## config.mk

```make
export PLATFORM = sky130hd
export DESIGN_NAME = conv_sequencer
export DESIGN_NICKNAME = d
export VERILOG_FILES = /design/src/rtl/conv_pkg.sv /design/src/rtl/conv_addr_gen.sv /design/src/rtl/conv_sequencer.sv
export SDC_FILE = /design/constraint.sdc
export NUM_CORES = 1
export LEC_CHECK = 0
export BUFFER_PORTS_ARGS = -buffer_cell sky130_fd_sc_hd__buf_2
export CELL_PAD_IN_SITES_DETAIL_PLACEMENT = 0
export CELL_PAD_IN_SITES_GLOBAL_PLACEMENT = 1
export CORE_UTILIZATION = 49
export DETAILED_ROUTE_END_ITERATION = 16
export PLACE_DENSITY = 0.87
export SLEW_MARGIN = 20
export SYNTH_ARGS = -nofsm -noshare
export SYNTH_HDL_FRONTEND = slang
export SYNTH_SLANG_ARGS = --single-unit
```

## constraint.sdc

```tcl
create_clock -name clk -period 5.4 [get_ports clk]
set_input_delay 1.08 -clock clk [delete_from_list [all_inputs] [get_ports clk]]
set_output_delay 1.08 -clock clk [all_outputs]
set_load 0.02 [all_outputs]
```

## src/rtl/conv_pkg.sv

```systemverilog
// Shared types and constants for the convolution read sequencer.
// Latency: n/a (declarations only).
// Backpressure: n/a (declarations only).
package conv_pkg;

  // Read-to-datapath-output latency and the drain length that follows the last read
  localparam int CONV_LAT = 3;
  localparam int PIX_W    = 8;
  localparam int KER_W    = 3;
  localparam int COORD_W  = 16;

  typedef enum logic [1:0] {
    ST_IDLE  = 2'd0,
    ST_RUN   = 2'd1,
    ST_DRAIN = 2'd2,
    ST_DONE  = 2'd3
  } state_t;

  // One tag travels alongside each pixel read so the window position lines up with the datapath
  typedef struct packed {
    logic               issued;
    logic [COORD_W-1:0] col;
    logic [COORD_W-1:0] row;
  } tag_t;

endpackage

```

## src/rtl/conv_addr_gen.sv

```systemverilog
// Raster-scan pixel address generator: column, row and linear address of the current read.
// Latency: outputs are registered; a new position appears the cycle after inc.
// Backpressure: none; advances on every cycle inc is high, clr has priority.
module conv_addr_gen
  import conv_pkg::*;
#(
  parameter int IMG_W  = 640,
  parameter int IMG_H  = 480,
  parameter int ADDR_W = 19
) (
  input  logic               clk,
  input  logic               rst,
  input  logic               inc,
  input  logic               clr,
  output logic [COORD_W-1:0] col,
  output logic [COORD_W-1:0] row,
  output logic [ADDR_W-1:0]  addr,
  output logic               last
);

  localparam logic [ADDR_W-1:0]  LAST_ADDR = ADDR_W'(IMG_W * IMG_H - 1);
  localparam logic [COORD_W-1:0] COL_MAX   = COORD_W'(IMG_W - 1);

  logic [COORD_W-1:0] r_col;
  logic [COORD_W-1:0] r_row;
  logic [ADDR_W-1:0]  r_addr;

  // Step through the frame in raster order; the column wraps into the next row,
  // and the whole counter wraps to zero after the final pixel
  always_ff @(posedge clk) begin
    if (rst || clr) begin
      r_col  <= '0;
      r_row  <= '0;
      r_addr <= '0;
    end else if (inc) begin
      if (r_addr == LAST_ADDR) begin
        r_col  <= '0;
        r_row  <= '0;
        r_addr <= '0;
      end else begin
        r_addr <= r_addr + ADDR_W'(1);
        if (r_col == COL_MAX) begin
          r_col <= '0;
          r_row <= r_row + COORD_W'(1);
        end else begin
          r_col <= r_col + COORD_W'(1);
        end
      end
    end
  end

  assign col  = r_col;
  assign row  = r_row;
  assign addr = r_addr;
  assign last = (r_addr == LAST_ADDR);

endmodule

```

## src/rtl/conv_sequencer.sv

```systemverilog
// Frame sequencer for a 1x3 convolution: streams pixel reads and tags valid in-row windows.
// Latency: a read issued in cycle t is reported (out_valid/out_x/out_y) in cycle t+CONV_LAT.
// Backpressure: none; reads issue every RUN cycle. CONV_SEQUENCER_PERF_EN adds frame_cycles.
module conv_sequencer
  import conv_pkg::*;
#(
  parameter int IMG_W  = 640,
  parameter int IMG_H  = 480,
  parameter int ADDR_W = 19
) (
  input  logic                     clk,
  input  logic                     rst,
  input  logic                     start,
  input  logic                     abort,
  input  logic signed [KER_W-1:0]  kernel_in,
  output logic                     rd_en,
  output logic [ADDR_W-1:0]        rd_addr,
  input  logic signed [PIX_W-1:0]  rd_data,
  output logic signed [PIX_W-1:0]  conv_in,
  output logic signed [KER_W-1:0]  conv_kernel,
  output logic                     out_valid,
  output logic [COORD_W-1:0]       out_x,
  output logic [COORD_W-1:0]       out_y,
  output logic                     busy,
  output logic                     done
`ifdef CONV_SEQUENCER_PERF_EN
  ,
  output logic [31:0]              frame_cycles
`endif
);

  state_t                   r_state;
  state_t                   w_next;
  logic [1:0]               r_drain_cnt;
  logic signed [KER_W-1:0]  r_kernel;
  tag_t                     r_tag [CONV_LAT-1];
  logic                     r_out_valid;
  logic [COORD_W-1:0]       r_out_x;
  logic [COORD_W-1:0]       r_out_y;

  logic [COORD_W-1:0]       w_col;
  logic [COORD_W-1:0]       w_row;
  logic [ADDR_W-1:0]        w_addr;
  logic                     w_last;
  logic                     w_start_acc;
  logic                     w_win;

  // Abort beats a simultaneous start, so a start is only taken when abort is low
  assign w_start_acc = (r_state == ST_IDLE) && start && !abort;

  conv_addr_gen #(
    .IMG_W  (IMG_W),
    .IMG_H  (IMG_H),
    .ADDR_W (ADDR_W)
  ) u_addr_gen (
    .clk  (clk),
    .rst  (rst),
    .inc  (r_state == ST_RUN),
    .clr  (abort || (r_state != ST_RUN)),
    .col  (w_col),
    .row  (w_row),
    .addr (w_addr),
    .last (w_last)
  );

  // State register
  always_ff @(posedge clk) begin
    if (rst) begin
      r_state <= ST_IDLE;
    end else begin
      r_state <= w_next;
    end
  end

  // Next-state and Moore outputs; abort returns to IDLE from anywhere
  always_comb begin
    w_next = r_state;
    rd_en  = 1'b0;
    busy   = 1'b0;
    done   = 1'b0;
    case (r_state)
      ST_IDLE: begin
        if (start) w_next = ST_RUN;
      end
      ST_RUN: begin
        rd_en = 1'b1;
        busy  = 1'b1;
        if (w_last) w_next = ST_DRAIN;
      end
      ST_DRAIN: begin
        busy = 1'b1;
        if (r_drain_cnt == 2'(CONV_LAT - 1)) w_next = ST_DONE;
      end
      ST_DONE: begin
        done   = 1'b1;
        w_next = ST_IDLE;
      end
      default: w_next = ST_IDLE;
    endcase
    if (abort) w_next = ST_IDLE;
  end

  // Drain lasts CONV_LAT cycles so the last read's result is out before DONE
  always_ff @(posedge clk) begin
    if (rst || (r_state != ST_DRAIN)) begin
      r_drain_cnt <= '0;
    end else begin
      r_drain_cnt <= r_drain_cnt + 2'd1;
    end
  end

  // Kernel is captured only when a frame is accepted and held for its duration
  always_ff @(posedge clk) begin
    if (rst) begin
      r_kernel <= '0;
    end else if (w_start_acc) begin
      r_kernel <= kernel_in;
    end
  end

  // A window is complete once the third pixel of a row (col >= 2) reaches the output
  assign w_win = r_tag[CONV_LAT-2].issued && (r_tag[CONV_LAT-2].col >= COORD_W'(2));

  // Tag pipeline; the final stage is the registered window report, coordinates hold between windows
  always_ff @(posedge clk) begin
    if (rst) begin
      for (int i = 0; i < CONV_LAT - 1; i++) r_tag[i] <= '0;
      r_out_valid <= 1'b0;
      r_out_x     <= '0;
      r_out_y     <= '0;
    end else if (abort) begin
      for (int i = 0; i < CONV_LAT - 1; i++) r_tag[i] <= '0;
      r_out_valid <= 1'b0;
    end else begin
      r_tag[0] <= '{issued: rd_en, col: w_col, row: w_row};
      for (int i = 1; i < CONV_LAT - 1; i++) r_tag[i] <= r_tag[i-1];
      r_out_valid <= w_win;
      if (w_win) begin
        r_out_x <= r_tag[CONV_LAT-2].col - COORD_W'(1);
        r_out_y <= r_tag[CONV_LAT-2].row;
      end
    end
  end

  assign rd_addr     = w_addr;
  assign conv_in     = rd_data;
  assign conv_kernel = r_kernel;
  assign out_valid   = r_out_valid;
  assign out_x       = r_out_x;
  assign out_y       = r_out_y;

`ifdef CONV_SEQUENCER_PERF_EN
  logic [31:0] r_cyc;
  logic [31:0] r_frame_cycles;

  // Running cycle count of the current frame, starting at 1 in the first RUN cycle
  always_ff @(posedge clk) begin
    if (rst) begin
      r_cyc <= '0;
    end else if (w_start_acc) begin
      r_cyc <= 32'd1;
    end else if (busy) begin
      r_cyc <= r_cyc + 32'd1;
    end
  end

  // Publish the total (DONE cycle included) as DONE is entered; aborted frames leave it untouched
  always_ff @(posedge clk) begin
    if (rst) begin
      r_frame_cycles <= '0;
    end else if ((r_state == ST_DRAIN) && (w_next == ST_DONE)) begin
      r_frame_cycles <= r_cyc + 32'd1;
    end
  end

  assign frame_cycles = r_frame_cycles;
`endif

endmodule

```

==> results.md <==
* CTS root buf: clkbuf_16
* Iter 0 DRT Violations at 277
* Syn Area/Cell at 10.4 sq um
* Synth Flop Type: dfxtp_1
* CP arrival at 2960 ps
* Grt met1 use at 0.231
* Ports at 81
* Critical Path RT at 5760 ps
* Leakage power at 3.00 nW
* Max-Slew Margin vs Limit at 0.424
* Clock period minus worst slack at 2600 ps
* WS Path Type: primary input to flop
* Final Setup Violations at 0
* Cell area power density at 317 mW/mm^2
* Crit path max-delay family: simple AND/OR/NAND/NOR gates
* Total wire length at 12.2 mm
* Initial antenna violation count at 0
* Maximum clock rate at 0.385 GHz
* Hold-fix buffers at CTS at 0
* Commonest cells in the netlist: dfxtp_1, nor2_1, edfxtp_1
* Final core utilization at 0.588
* Initial Util at 0.502
* Critical path capture point type: flop
* DP Cell Count at 911
* Final net count at 780
* DRC Markers at 0
* Post-Synthesis Cells at 640
* DR pass1 iterations at 4
* Layout cells sized above 1 at 0.149
* Slowest stage delay, CP at 500 ps
* Mapped cell area at 0.00668 sq mm
* Sequential fraction of the synthesis area at 0.569
* First-pass GRT wire length at 20.7 mm
* Synthesized flop and latch total at 157
* Most repeated library cell on the critical path: nor3_1
* Clk_skew at 6.26 ps
* Max-Cap Viols at 0
* Largest net degree at the start of global routing at 58
* Status: completed
* Layout area overhead at 17.1%
* Cell Count, Final, Fillers Out at 943
* Max VDD drop at 0.207 mV
* Number of inserted diodes at 0
* Final Hold Slack at 408 ps
* RSZ-0062 raised after global routing: no
* Htree depth at 4
* Count leader, synth: dfxtp_1
* Setup TNS Final at 0 ps
* Final Hold Fails at 0
* Worst-skew pair later-pin latency at 420 ps
* CTS resizes at 0
* Grt met3 use at 0.0521
* GRT overflow at 0
* Top cells by area, synth: edfxtp_1, dfxtp_1, and2_1
* HPWL Detailed at 8.37 mm
* Synth warn at 0
* Critical-path cell list: buf_2, nor3_1, o21ai_2, buf_4, nor3_1, o21a_1
* Final period utilization at 0.481
* CTS tree: done
* Crit start category: primary input
* Drt via density at 4.96
* Worst-margin pin slew at 865 ps
* Cell accounting for the most synthesized area: edfxtp_1
* Clk slew on worst S/H paths at 60 ps
* Total track usage at 0.185
* Wirelength per Cell at 12.9 um
* Post-synth EDFFs at 66
* Async SR Flop Fraction at 0
* Routed Antenna Nets at 0
* Total setup buffers inserted after CTS at 0
* Die X at 119 um
* Fill count at 1,151
* Std cell rows at 42
* Die height at 119 um
* Post-synth top area share at 0.297
* Port Buffers at 64
* Vias in the first global route at 4,512
* GR Util met2 at 0.303
* Worst Path Buf+Inv at 2
* Clk sinks at 157
* Final GP Congestion at 0.805
* Largest fanout on the critical path at 47
* Pins Over Slew Limit at 0
* Cts bufs inserted at 17
* Via count at 4,677
* Die area at 0.0141 sq mm
* Clk buf depth at 2
* GR peak layer: met2
* Worst hold path class: flop to flop
* Synth unique cells at 52
* Core box area at 0.0133 sq mm
* Slowest library cell on the worst path: nor3_1
[routing by layer]
metal	share of wire	wire length [um]
met5	0	0
met3	0.052	638
met1	0.46	5550
met4	0.015	183
met2	0.48	5790
[per-stage QoR]
stage,cell area (sq um),setup slack (ps),power [mW]
after floorplan,6920,3110,1.40
after global placement,7280,2430,1.42
after detailed placement,7280,2380,1.42
after CTS,7820,2810,2.51
after global routing,7820,2610,2.58
final,7820,2800,2.48
[state kept, by name, indices dropped and copies added (netlist names)]
name	count
out_x	16
u_addr_gen.row	16
r_drain_cnt	2
conv_kernel	3
u_addr_gen.addr	19
u_addr_gen.col	16
r_tag	66
r_state	2
out_valid	1
out_y	16
[path summary, 6_finish.rpt]
kind	start	endpoint	slack, ps	cells past startpoint
max	rst	u_addr_gen.row[5]	2800	6
min	r_drain_cnt[0]	r_drain_cnt[0]	410	1
max reg2reg	u_addr_gen.addr[14]	u_addr_gen.row[5]	2810	6
min reg2reg	r_drain_cnt[0]	r_drain_cnt[0]	410	1
[cell usage in the layout, fill, tap and decap left out, types with 2 or more instances in the layout]
cell type / Yosys / final
ha_1: 11 / 11
inv_1: 15 / 15
or3_2: 2 / 2
edfxtp_1: 66 / 66
a311oi_1: 2 / 2
buf_2: 8 / 64
nand2b_1: 3 / 3
clkbuf_8: 0 / 3
or3_1: 5 / 5
xor2_1: 22 / 22
o21ai_0: 11 / 11
nor2b_1: 2 / 2
conb_1: 1 / 66
and3_1: 8 / 8
nand4_1: 12 / 12
and4_1: 8 / 8
nand2_1: 59 / 59
clkbuf_16: 0 / 18
nor4_2: 2 / 2
dfxtp_1: 91 / 91
or2_2: 2 / 2
buf_4: 9 / 3
nand4b_1: 3 / 3
o21ai_2: 2 / 2
a21oi_1: 28 / 28
nand3_1: 17 / 17
o21a_1: 2 / 2
a211oi_1: 14 / 14
xnor2_1: 24 / 24
a21oi_2: 3 / 3
nor3_1: 19 / 19
mux2i_1: 5 / 5
o2111ai_1: 4 / 4
clkinv_2: 0 / 6
clkbuf_1: 15 / 4
nor4_1: 7 / 7
and2_1: 61 / 61
nor2_1: 77 / 76
[worst register-to-register path: cells and delay by family (launching register included)]
family	cells	cell delay, ps
AOI/OAI and AO/OA	2	730
buffers and inverters	1	370
DFF	1	370
and+or+nand+nor	3	1010
[logic make-up (layout without fill, tap and decap cells)]
| logic type | after synthesis | count (layout) | share of synthesized area |
|---|---|---|---|
| mux | 5 | 5 | 0.00749 |
| other cells | 1 | 66 | 0.000561 |
| fa+ha+maj | 11 | 11 | 0.0206 |
| buf+inv | 52 | 114 | 0.0403 |
| xor+xnor | 46 | 46 | 0.0603 |
| flops | 157 | 157 | 0.569 |
| compound gates | 72 | 72 | 0.0701 |
| simple gates | 296 | 296 | 0.231 |
[cell type report]
type,count,area (sq um),share of cell area
clock inverters,7,37.5,0.00480
inverters,15,56.3,0.00720
clock buffers,25,507,0.0648
well taps,176,220,0.0282
multi-input cells,496,2850,0.365
repair buffers,67,343,0.0438
flip-flops and latches,157,3800,0.486
[report_power, final]
group / switching, mW / internal, mW / leakage (nW)
sequential: 0.0166 / 1.27 / 1.41
combinational: 0.0749 / 0.0349 / 1.32
clock: 0.438 / 0.646 / 0.272
total: 0.529 / 1.95 / 3.00
(Power assumes the default switching activity.)
